**src/rtl/apb_uart_regs_if.sv**
```systemverilog
// APB completer-side bus bundle for the UART register bank.
interface apb_uart_regs_if;
    logic [31:0] paddr;
    logic [31:0] pwdata;
    logic [31:0] prdata;
    logic        psel;
    logic        penable;
    logic        pwrite;

    modport master (output paddr, output pwdata, output psel, output penable, output pwrite,
                    input prdata);
    modport slave  (input paddr, input pwdata, input psel, input penable, input pwrite,
                    output prdata);
endinterface

```
**src/rtl/apb_uart_regs.sv**
```systemverilog
// Zero-wait-state APB register bank for a UART: control/interrupt registers
// plus TX (bus to serializer) and RX (deserializer to bus) FIFOs.
module apb_uart_regs #(
    parameter int FIFO_DEPTH = 8,
    parameter int DATA_W     = 8
) (
    input  logic              pclk,
    input  logic              presetn,
    apb_uart_regs_if.slave    apb,
    output logic              uart_int,
    output logic [DATA_W-1:0] tx_data,
    output logic              tx_valid,
    input  logic              tx_ready,
    input  logic [DATA_W-1:0] rx_data,
    input  logic              rx_valid
);
    localparam int AW = $clog2(FIFO_DEPTH);
    localparam int CW = AW + 1;

    typedef enum logic [1:0] {IDLE, SETUP, ACCESS} state_t;
    state_t state_reg, state_next;

    logic        setup_fire, access_fire, wr_fire, rd_fire;
    logic [5:0]  reg_idx;
    logic [1:0]  ctrl_reg;
    logic [3:0]  int_en_reg, int_stat_reg, int_stat_next, hw_set, w1c;
    logic [31:0] prdata_reg, rd_mux, status;
    logic        uart_int_reg, tx_done;

    // Index 0 is the TX FIFO, index 1 the RX FIFO.
    logic [1:0]             push_req, push_ok, pop_req, fifo_full;
    logic [1:0][CW-1:0]     fifo_count;
    logic [1:0][DATA_W-1:0] fifo_head, push_data;

    logic unused_ok;
    assign unused_ok = ^{apb.paddr[31:8], apb.paddr[1:0], apb.pwdata[31:8]};

    always_ff @(posedge pclk or negedge presetn) begin
        if (!presetn) state_reg <= IDLE;
        else          state_reg <= state_next;
    end

    always_comb begin
        state_next = state_reg;
        case (state_reg)
            IDLE:    if (apb.psel && !apb.penable) state_next = SETUP;
            SETUP:   if (!apb.psel) state_next = IDLE;
                     else if (apb.penable) state_next = ACCESS;
            ACCESS:  if (!apb.psel) state_next = IDLE;
                     else if (!apb.penable) state_next = SETUP;
            default: state_next = IDLE;
        endcase
    end

    // An access phase only counts when it directly follows a setup phase.
    always_comb begin
        setup_fire  = apb.psel && !apb.penable;
        access_fire = (state_reg == SETUP) && apb.psel && apb.penable;
        wr_fire     = access_fire && apb.pwrite;
        rd_fire     = access_fire && !apb.pwrite;
    end

    assign reg_idx = apb.paddr[7:2];

    assign tx_valid     = ctrl_reg[0] && (fifo_count[0] != '0);
    assign tx_data      = fifo_head[0];
    assign pop_req[0]   = tx_valid && tx_ready;
    assign push_req[0]  = wr_fire && (reg_idx == 6'd2);
    assign push_data[0] = apb.pwdata[DATA_W-1:0];
    assign pop_req[1]   = rd_fire && (reg_idx == 6'd3) && (fifo_count[1] != '0);
    assign push_req[1]  = rx_valid && ctrl_reg[1];
    assign push_data[1] = rx_data;

    genvar gi;
    generate
        for (gi = 0; gi < 2; gi++) begin : g_fifo
            logic [DATA_W-1:0] mem [FIFO_DEPTH];
            logic [AW-1:0]     wr_ptr_reg, rd_ptr_reg;
            logic [CW-1:0]     count_reg;

            assign fifo_full[gi]  = (count_reg == CW'(FIFO_DEPTH));
            // A full FIFO still accepts a push when the head leaves in the same cycle.
            assign push_ok[gi]    = push_req[gi] && (!fifo_full[gi] || pop_req[gi]);
            assign fifo_count[gi] = count_reg;
            assign fifo_head[gi]  = mem[rd_ptr_reg];

            always_ff @(posedge pclk) begin
                if (push_ok[gi]) mem[wr_ptr_reg] <= push_data[gi];
            end

            always_ff @(posedge pclk or negedge presetn) begin
                if (!presetn) begin
                    wr_ptr_reg <= '0;
                    rd_ptr_reg <= '0;
                    count_reg  <= '0;
                end else begin
                    if (push_ok[gi]) wr_ptr_reg <= wr_ptr_reg + 1'b1;
                    if (pop_req[gi]) rd_ptr_reg <= rd_ptr_reg + 1'b1;
                    case ({push_ok[gi], pop_req[gi]})
                        2'b10:   count_reg <= count_reg + 1'b1;
                        2'b01:   count_reg <= count_reg - 1'b1;
                        default: count_reg <= count_reg;
                    endcase
                end
            end
        end
    endgenerate

    assign tx_done = pop_req[0] && (fifo_count[0] == CW'(1)) && !push_ok[0];

    always_comb begin
        hw_set        = {push_req[1] && !push_ok[1], push_req[0] && !push_ok[0],
                         push_ok[1], tx_done};
        w1c           = (wr_fire && reg_idx == 6'd5) ? apb.pwdata[3:0] : 4'd0;
        int_stat_next = (int_stat_reg & ~w1c) | hw_set;
    end

    always_comb begin
        status        = '0;
        status[0]     = fifo_full[0];
        status[1]     = (fifo_count[0] == '0);
        status[2]     = fifo_full[1];
        status[3]     = (fifo_count[1] == '0);
        status[12:8]  = 5'(fifo_count[0]);
        status[20:16] = 5'(fifo_count[1]);
        rd_mux        = '0;
        case (reg_idx)
            6'd0:    rd_mux = {30'd0, ctrl_reg};
            6'd1:    rd_mux = status;
            6'd3:    rd_mux = (fifo_count[1] != '0) ? 32'(fifo_head[1]) : 32'd0;
            6'd4:    rd_mux = {28'd0, int_en_reg};
            6'd5:    rd_mux = {28'd0, int_stat_reg};
            default: rd_mux = '0;
        endcase
    end

    always_ff @(posedge pclk or negedge presetn) begin
        if (!presetn) begin
            ctrl_reg     <= '0;
            int_en_reg   <= '0;
            int_stat_reg <= '0;
            prdata_reg   <= '0;
            uart_int_reg <= 1'b0;
        end else begin
            if (wr_fire && reg_idx == 6'd0) ctrl_reg   <= apb.pwdata[1:0];
            if (wr_fire && reg_idx == 6'd4) int_en_reg <= apb.pwdata[3:0];
            int_stat_reg <= int_stat_next;
            if (setup_fire && !apb.pwrite) prdata_reg <= rd_mux;
            uart_int_reg <= |(int_stat_reg & int_en_reg);
        end
    end

    assign apb.prdata = prdata_reg;
    assign uart_int   = uart_int_reg;
endmodule

```
**src/flat_wrapper.sv**
```systemverilog
// flat-port wrapper written by rule: the top's interface ports become plain ports
module apb_uart_regs_flat 
#(
    parameter int FIFO_DEPTH = 8,
    parameter int DATA_W     = 8
)
  (pclk, presetn, uart_int, tx_data, tx_valid, tx_ready, rx_data, rx_valid, apb_paddr, apb_pwdata, apb_psel, apb_penable, apb_pwrite, apb_prdata);
  apb_uart_regs_if apb_i ();
  input  logic pclk;
  input  logic presetn;
  output logic uart_int;
  output logic [DATA_W-1:0] tx_data;
  output logic tx_valid;
  input  logic tx_ready;
  input  logic [DATA_W-1:0] rx_data;
  input  logic rx_valid;
  input wire logic [$bits(apb_i.paddr)-1:0] apb_paddr;
  input wire logic [$bits(apb_i.pwdata)-1:0] apb_pwdata;
  input wire logic [$bits(apb_i.psel)-1:0] apb_psel;
  input wire logic [$bits(apb_i.penable)-1:0] apb_penable;
  input wire logic [$bits(apb_i.pwrite)-1:0] apb_pwrite;
  output wire logic [$bits(apb_i.prdata)-1:0] apb_prdata;
  assign apb_i.paddr = apb_paddr;
  assign apb_i.pwdata = apb_pwdata;
  assign apb_i.psel = apb_psel;
  assign apb_i.penable = apb_penable;
  assign apb_i.pwrite = apb_pwrite;
  assign apb_prdata = apb_i.prdata;
  apb_uart_regs #(.FIFO_DEPTH(FIFO_DEPTH), .DATA_W(DATA_W)) u_core (.pclk(pclk), .presetn(presetn), .apb(apb_i), .uart_int(uart_int), .tx_data(tx_data), .tx_valid(tx_valid), .tx_ready(tx_ready), .rx_data(rx_data), .rx_valid(rx_valid));
endmodule
```
**config.mk**
```make
export PLATFORM = sky130hd
export DESIGN_NAME = apb_uart_regs_flat
export DESIGN_NICKNAME = d
export VERILOG_FILES = /design/src/rtl/apb_uart_regs_if.sv /design/src/rtl/apb_uart_regs.sv /design/src/flat_wrapper.sv
export SDC_FILE = /design/constraint.sdc
export NUM_CORES = 1
export LEC_CHECK = 0
export ABC_AREA = 1
export CORE_MARGIN = 8
export CORE_UTILIZATION = 57
export DETAILED_ROUTE_END_ITERATION = 12
export DONT_BUFFER_PORTS = 1
export PLACE_DENSITY = 0.8
export SLEW_MARGIN = 15
export SYNTH_ARGS = -nofsm -noshare
export SYNTH_HDL_FRONTEND = slang
export SYNTH_SLANG_ARGS = --single-unit
```
**constraint.sdc**
```tcl
create_clock -name pclk -period 2 [get_ports pclk]
set_input_delay 0.4 -clock pclk [delete_from_list [all_inputs] [get_ports pclk]]
set_output_delay 0.4 -clock pclk [all_outputs]
set_load 0.05 [all_outputs]
```
==> out/metrics.cfg, run 1 <==
[clock_network]
cts_made_buffers = 17
cts_tree = done
clk_latency_ns = 0.43
root_buffer = clkbuf_16
cts.htree.levels = 4
cts.sinks = 177
clock_path_buffers = 2
clk_pin_slew_ns = 0.06

[sta]
worst_slack_ns = -0.197
tightest_slew_ns = 0.591
finalCritPeriodShare = 1.10
skew_ns = 0.0116
setup_viol = 9
slew_headroom = 0.605
clock.fmax_ghz = 0.455
final_hold_viol_count = 0
finalCriticalPeriod_ns = 2.20
rsz0062_at_grt = true
report.final.slew_viol_count = 0

[worst_setup_path]
crit_arrival_ns = 1.80
required_ns = 1.60
critPathKind = reg2out
endpoint_kind = output port
worstSetupStartpointType = flop
cp_max_fo = 17

[power_and_ir_drop]
leakage_nw = 4.01
ir_drop_mv = 0.835
p_total_w = 0.00736
pwr_density_cell_mw_per_mm2 = 762

[die]
io-pin-count = 121
die_x_um = 134
core_area_mm2 = 0.0138
rows = 43
fp.dieH_um = 134
dieArea_mm2 = 0.0180
start_util = 0.578

[grt]
grt_pass1_wl_um = 29300
grt_antenna_before_repair = 0
grt.busiest_layer = met2
grt_pass1_vias = 5910
grt_util_met1 = 0.219
grt.total_usage = 0.212
use_met2 = 0.376
grt-ovfl-total = 0
grt_max_degree = 50
use_met3 = 0.0673

[drt]
ant_nets = 0
wl_per_cell_um = 17.8
wl_um = 18400
vias = 5708
vias_per_cell = 5.51
drt_iter0_drc = 568
dr.pass1.iters = 5
drc = 0

[yosys]
syn_area_mm2 = 0.00796
ys_warn_count = 0
avgSynthCellArea_um2 = 10.5
synth_seq_cells = 177
syn_inst = 757
seq_area_frac_synth = 0.637
synth_cell_types = 36

[placement]
port_buffers = 0
hpwlAfterDp_um = 12000
pre_cts_ws_ns = -0.167
gp_congestion = 0.889

[worst_hold_path]
hold_path.class = in2reg

[cells_and_area]
layout_commonest_cell = nand2_1
antennaDiodeCount = 0
layout-drive-gt1-share = 0.229
largest_reg_flops = 128
fin_util = 0.701
final_cell_mix = 175 x nand2_1, 128 x edfxtp_1, 64 x nor2_1
final_nets = 935
area_growth_pct = 21.4

[run_status]
violations = setup timing
status = finished, violations left

[job]
maxCapViolations = 0

worst max-delay path, stage by stage, from the launching register on:
cell and delay [ns]:
dfrtp_2 0.45, buf_12 0.17, nor2_1 0.05, nor2_1 0.16, o21ai_2 0.10, a31oi_2 0.26, buf_12 0.17
report_power, final:
part	switching, W	total [W]	internal, W
registers	0.0000558	0.00402	0.00397
logic	0.000215	0.000326	0.000111
clock network	0.00132	0.00301	0.00170
metrics by stage:
step	TNS, ns	std cells	area [um2]	hold slack [ns]
after global routing	-2.43	1036	9660	0.0396
after detailed placement	-1.34	986	8780	0.107
after global placement	-0.668	986	8780	0.107
final	-1.46	1036	9660	0.0657
after floorplan	-2.22	772	8090	0.104
after CTS	-1.66	1033	9590	0.0475
per-layer routing:
layer	wire (um)	vias up
met5	0	-
met4	590	0
met3	1400	51
met2	9800	236
met1	6640	2746
li1	-	2675
synthesized netlist by cell type, drive strengths merged:
cell | count | share of area
nand4 | 4 | 0.0031
nor2 | 82 | 0.047
or2 | 3 | 0.0024
a21oi | 23 | 0.014
o211ai | 5 | 0.0047
a31oi | 8 | 0.0063
buf | 33 | 0.026
clkbuf | 4 | 0.0019
edfxtp | 128 | 0.48
clkinv | 2 | 0.00094
o21ai | 69 | 0.043
ha | 11 | 0.017
xor2 | 7 | 0.0077
nand2 | 191 | 0.099
nand3 | 51 | 0.035
nor3 | 7 | 0.0077
nand3b | 1 | 0.0025
o31ai | 1 | 0.00094
xnor2 | 4 | 0.0044
conb | 1 | 0.00047
inv | 72 | 0.034
fa | 1 | 0.0025
dfrtp | 49 | 0.15
cell families after synthesis:
kind of cell | synth area share
DFF | 0.637
AOI/OAI and AO/OA | 0.0698
other | 0.000471
buffers and inverters | 0.0632
and+or+nand+nor | 0.197
adders and majority gates | 0.0198
xor gates and xnor gates | 0.0121
worst paths after layout:
| kind | start | endpoint | slack [ns] | cells past startpoint |
|---|---|---|---|---|
| max | u_core.g_fifo[0].rd_ptr_reg[0] | tx_data[7] | -0.20 | 6 |
| min reg2reg | u_core.state_reg[0] | u_core.state_reg[0] | 0.54 | 1 |
| max in group asynchronous | presetn | u_core.apb.prdata[5] | 1.27 | 2 |
| min | rx_data[3] | u_core.g_fifo[1].mem[4][3] | 0.07 | 0 |
| min in group asynchronous | presetn | u_core.g_fifo[0].count_reg[3] | 0.50 | 2 |
| max reg2reg | u_core.g_fifo[1].count_reg[2] | u_core.g_fifo[1].count_reg[3] | -0.09 | 15 |
area by class of cell:
| type | instances | area [um2] |
|---|---|---|
| clock inverter | 10 | 90.1 |
| fill | 904 | 4120 |
| inverter | 74 | 283 |
| tap | 180 | 225 |
| timing repair buffer | 90 | 920 |
| multi-input combinational | 484 | 2630 |
| clock buffer | 21 | 440 |
| sequential | 177 | 5070 |
repair_timing:
item                                    CTS  global route
endpoints found under the setup margin   25            76
pin swaps                                23            11
setup buffers                            12             4
hold endpoints to repair                 49             0
gates cloned                              3             0
hold buffers                              2             0
gates resized for setup                  54            22
No activity file was read; power rests on OpenSTA's default activity.
==> inputs of run 2 (changes only) <==
- SETUP_SLACK_MARGIN: not set -> 0.5
- SLEW_MARGIN: 15 -> not set
==> run 2 against run 1 <==
Against the previous run: the run still ends with setup timing left; register-to-register slack worse by 0.19 ns; sequential power hardly changed; critical path depth grew 9; setup slack worse by 0.080 ns; sequential share of layout area is 5.1 points lower; clock power increased by 8.6%; clock skew decreased by 0.00050 ns; global-route usage increased by 4.2 points; core utilization increased by 7.7 points; power up 4.3%; cell area grew 11%; via count grew 13%; highest routed layer unchanged.
==> out/metrics.cfg, run 2 (synthesis results as in run 1) <==
[placement]
port_buffers = 0
gp_congestion = 0.890
pre_cts_ws_ns = -0.279
placed_area_mm2 = 0.00896
hpwlAfterDp_um = 12500

[job]
maxCapViolations = 0

[drt]
drt_iter0_drc = 803
vias_per_cell = 6.09
wl_um = 24200
drc = 0
vias = 6445
ant_nets = 0
wl_per_cell_um = 22.8
dr.pass1.iters = 6

[cells_and_area]
antennaDiodeCount = 0
layout-drive-gt1-share = 0.358
largest_reg_flops = 128
final_nets = 957
area_growth_pct = 34.8
fin_util = 0.779
layout_commonest_cell = nand2_1
final_cell_area_mm2 = 0.0107
final_cell_mix = 151 x nand2_1, 128 x edfxtp_1, 53 x inv_1

[sta]
finalCritPeriodShare = 1.14
report.final.slew_viol_count = 0
slew_headroom = 0.662
clock.fmax_ghz = 0.439
finalCriticalPeriod_ns = 2.28
worst_slack_ns = -0.277
setup_viol = 36
rsz0062_at_grt = true
tightest_slew_ns = 0.507
skew_ns = 0.0111
final_hold_viol_count = 0

[worst_setup_path]
worstSetupStartpointType = flop
critPathKind = reg2reg
cp_max_fo = 3
required_ns = 2.32
endpoint_kind = flop
crit_arrival_ns = 2.60

[clock_network]
clock_path_buffers = 2
clk_pin_slew_ns = 0.07
cts_tree = done
root_buffer = clkbuf_16
cts.htree.levels = 4
cts_made_buffers = 17
cts.sinks = 177
clk_latency_ns = 0.45

[die]
start_util = 0.578
die_x_um = 134
dieArea_mm2 = 0.0180
io-pin-count = 121
fp.dieH_um = 134
core_area_mm2 = 0.0138
rows = 43

[power_and_ir_drop]
leakage_nw = 4.36
pwr_density_cell_mw_per_mm2 = 716
ir_drop_mv = 0.665
p_total_w = 0.00768

[run_status]
violations = setup timing
status = finished, violations left

[grt]
grt_antenna_before_repair = 1
grt.total_usage = 0.254
grt-ovfl-total = 0
grt_pass1_wl_um = 34400
grt_max_degree = 50
grt_pass1_vias = 6519

[worst_hold_path]
hold_path.class = in2reg

## run 2: routing by layer
metal  global-route usage  part of all wire
met1                0.259              0.33
met2                0.440              0.51
met3               0.0875             0.095
met4                0.156             0.068
met5                    0                 0
## run 2: layout make-up
class / count / area (um2)
flip-flops and latches: 177 / 5080
multi-input cells: 484 / 3180
fillers: 714 / 3050
repair buffers: 112 / 1360
clock buffers: 18 / 429
inverters: 74 / 304
well taps: 180 / 225
clock inverters: 13 / 136
## run 2: critical path: stages, from the launching register on
cell	delay (ns)
dfrtp_1	0.42
inv_2	0.13
nand2_2	0.09
nor2_4	0.14
nor2_4	0.06
nand2_4	0.11
nand2_8	0.07
nand2_8	0.07
ha_4	0.16
ha_4	0.21
a21oi_2	0.13
nand2_2	0.11
a21oi_4	0.20
o21ai_2	0.09
nand2_1	0.08
nand2_1	0.06
## run 2: final timing paths
kind / start / to / slack (ns) / depth (start not counted)
hold reg to reg: u_core.state_reg[1] / u_core.state_reg[0] / 0.49 / 1
setup reg to reg: u_core.g_fifo[1].count_reg[3] / u_core.g_fifo[1].count_reg[3] / -0.28 / 15
max in group asynchronous: presetn / u_core.apb.prdata[6] / 1.27 / 2
hold / removal: apb_pwdata[1] / u_core.g_fifo[0].mem[5][1] / 0.05 / 0
setup / recovery: u_core.g_fifo[1].count_reg[3] / u_core.g_fifo[1].count_reg[3] / -0.28 / 15
min in group asynchronous: presetn / u_core.g_fifo[0].count_reg[0] / 0.46 / 2
## run 2: power by group
group | switching [W] | internal (W) | leakage [nW] | total, W
sequential | 0.0000637 | 0.00397 | 1.79 | 0.00403
combinational | 0.000253 | 0.000121 | 2.29 | 0.000374
clock | 0.00144 | 0.00183 | 0.272 | 0.00327
## run 2: stage by stage
stage	instances	setup TNS, ns	hold slack, ns
2_1_floorplan	772	-0.123	0.104
3_3_place_gp	970	-0.203	0.107
3_5_place_dp	970	-1.16	0.107
4_1_cts	1047	-1.72	0.0466
5_1_grt	1058	-6.95	0.0315
6_report	1058	-3.43	0.0465
## run 2: what timing repair did
action                                  in CTS  in global routing
hold buffers                                 2                  0
gates resized for setup                    124                 73
cloned                                       3                  0
pin swaps                                   43                 54
hold endpoints to repair                    49                  0
endpoints found under the setup margin     173                181
setup buffers                               41                 11
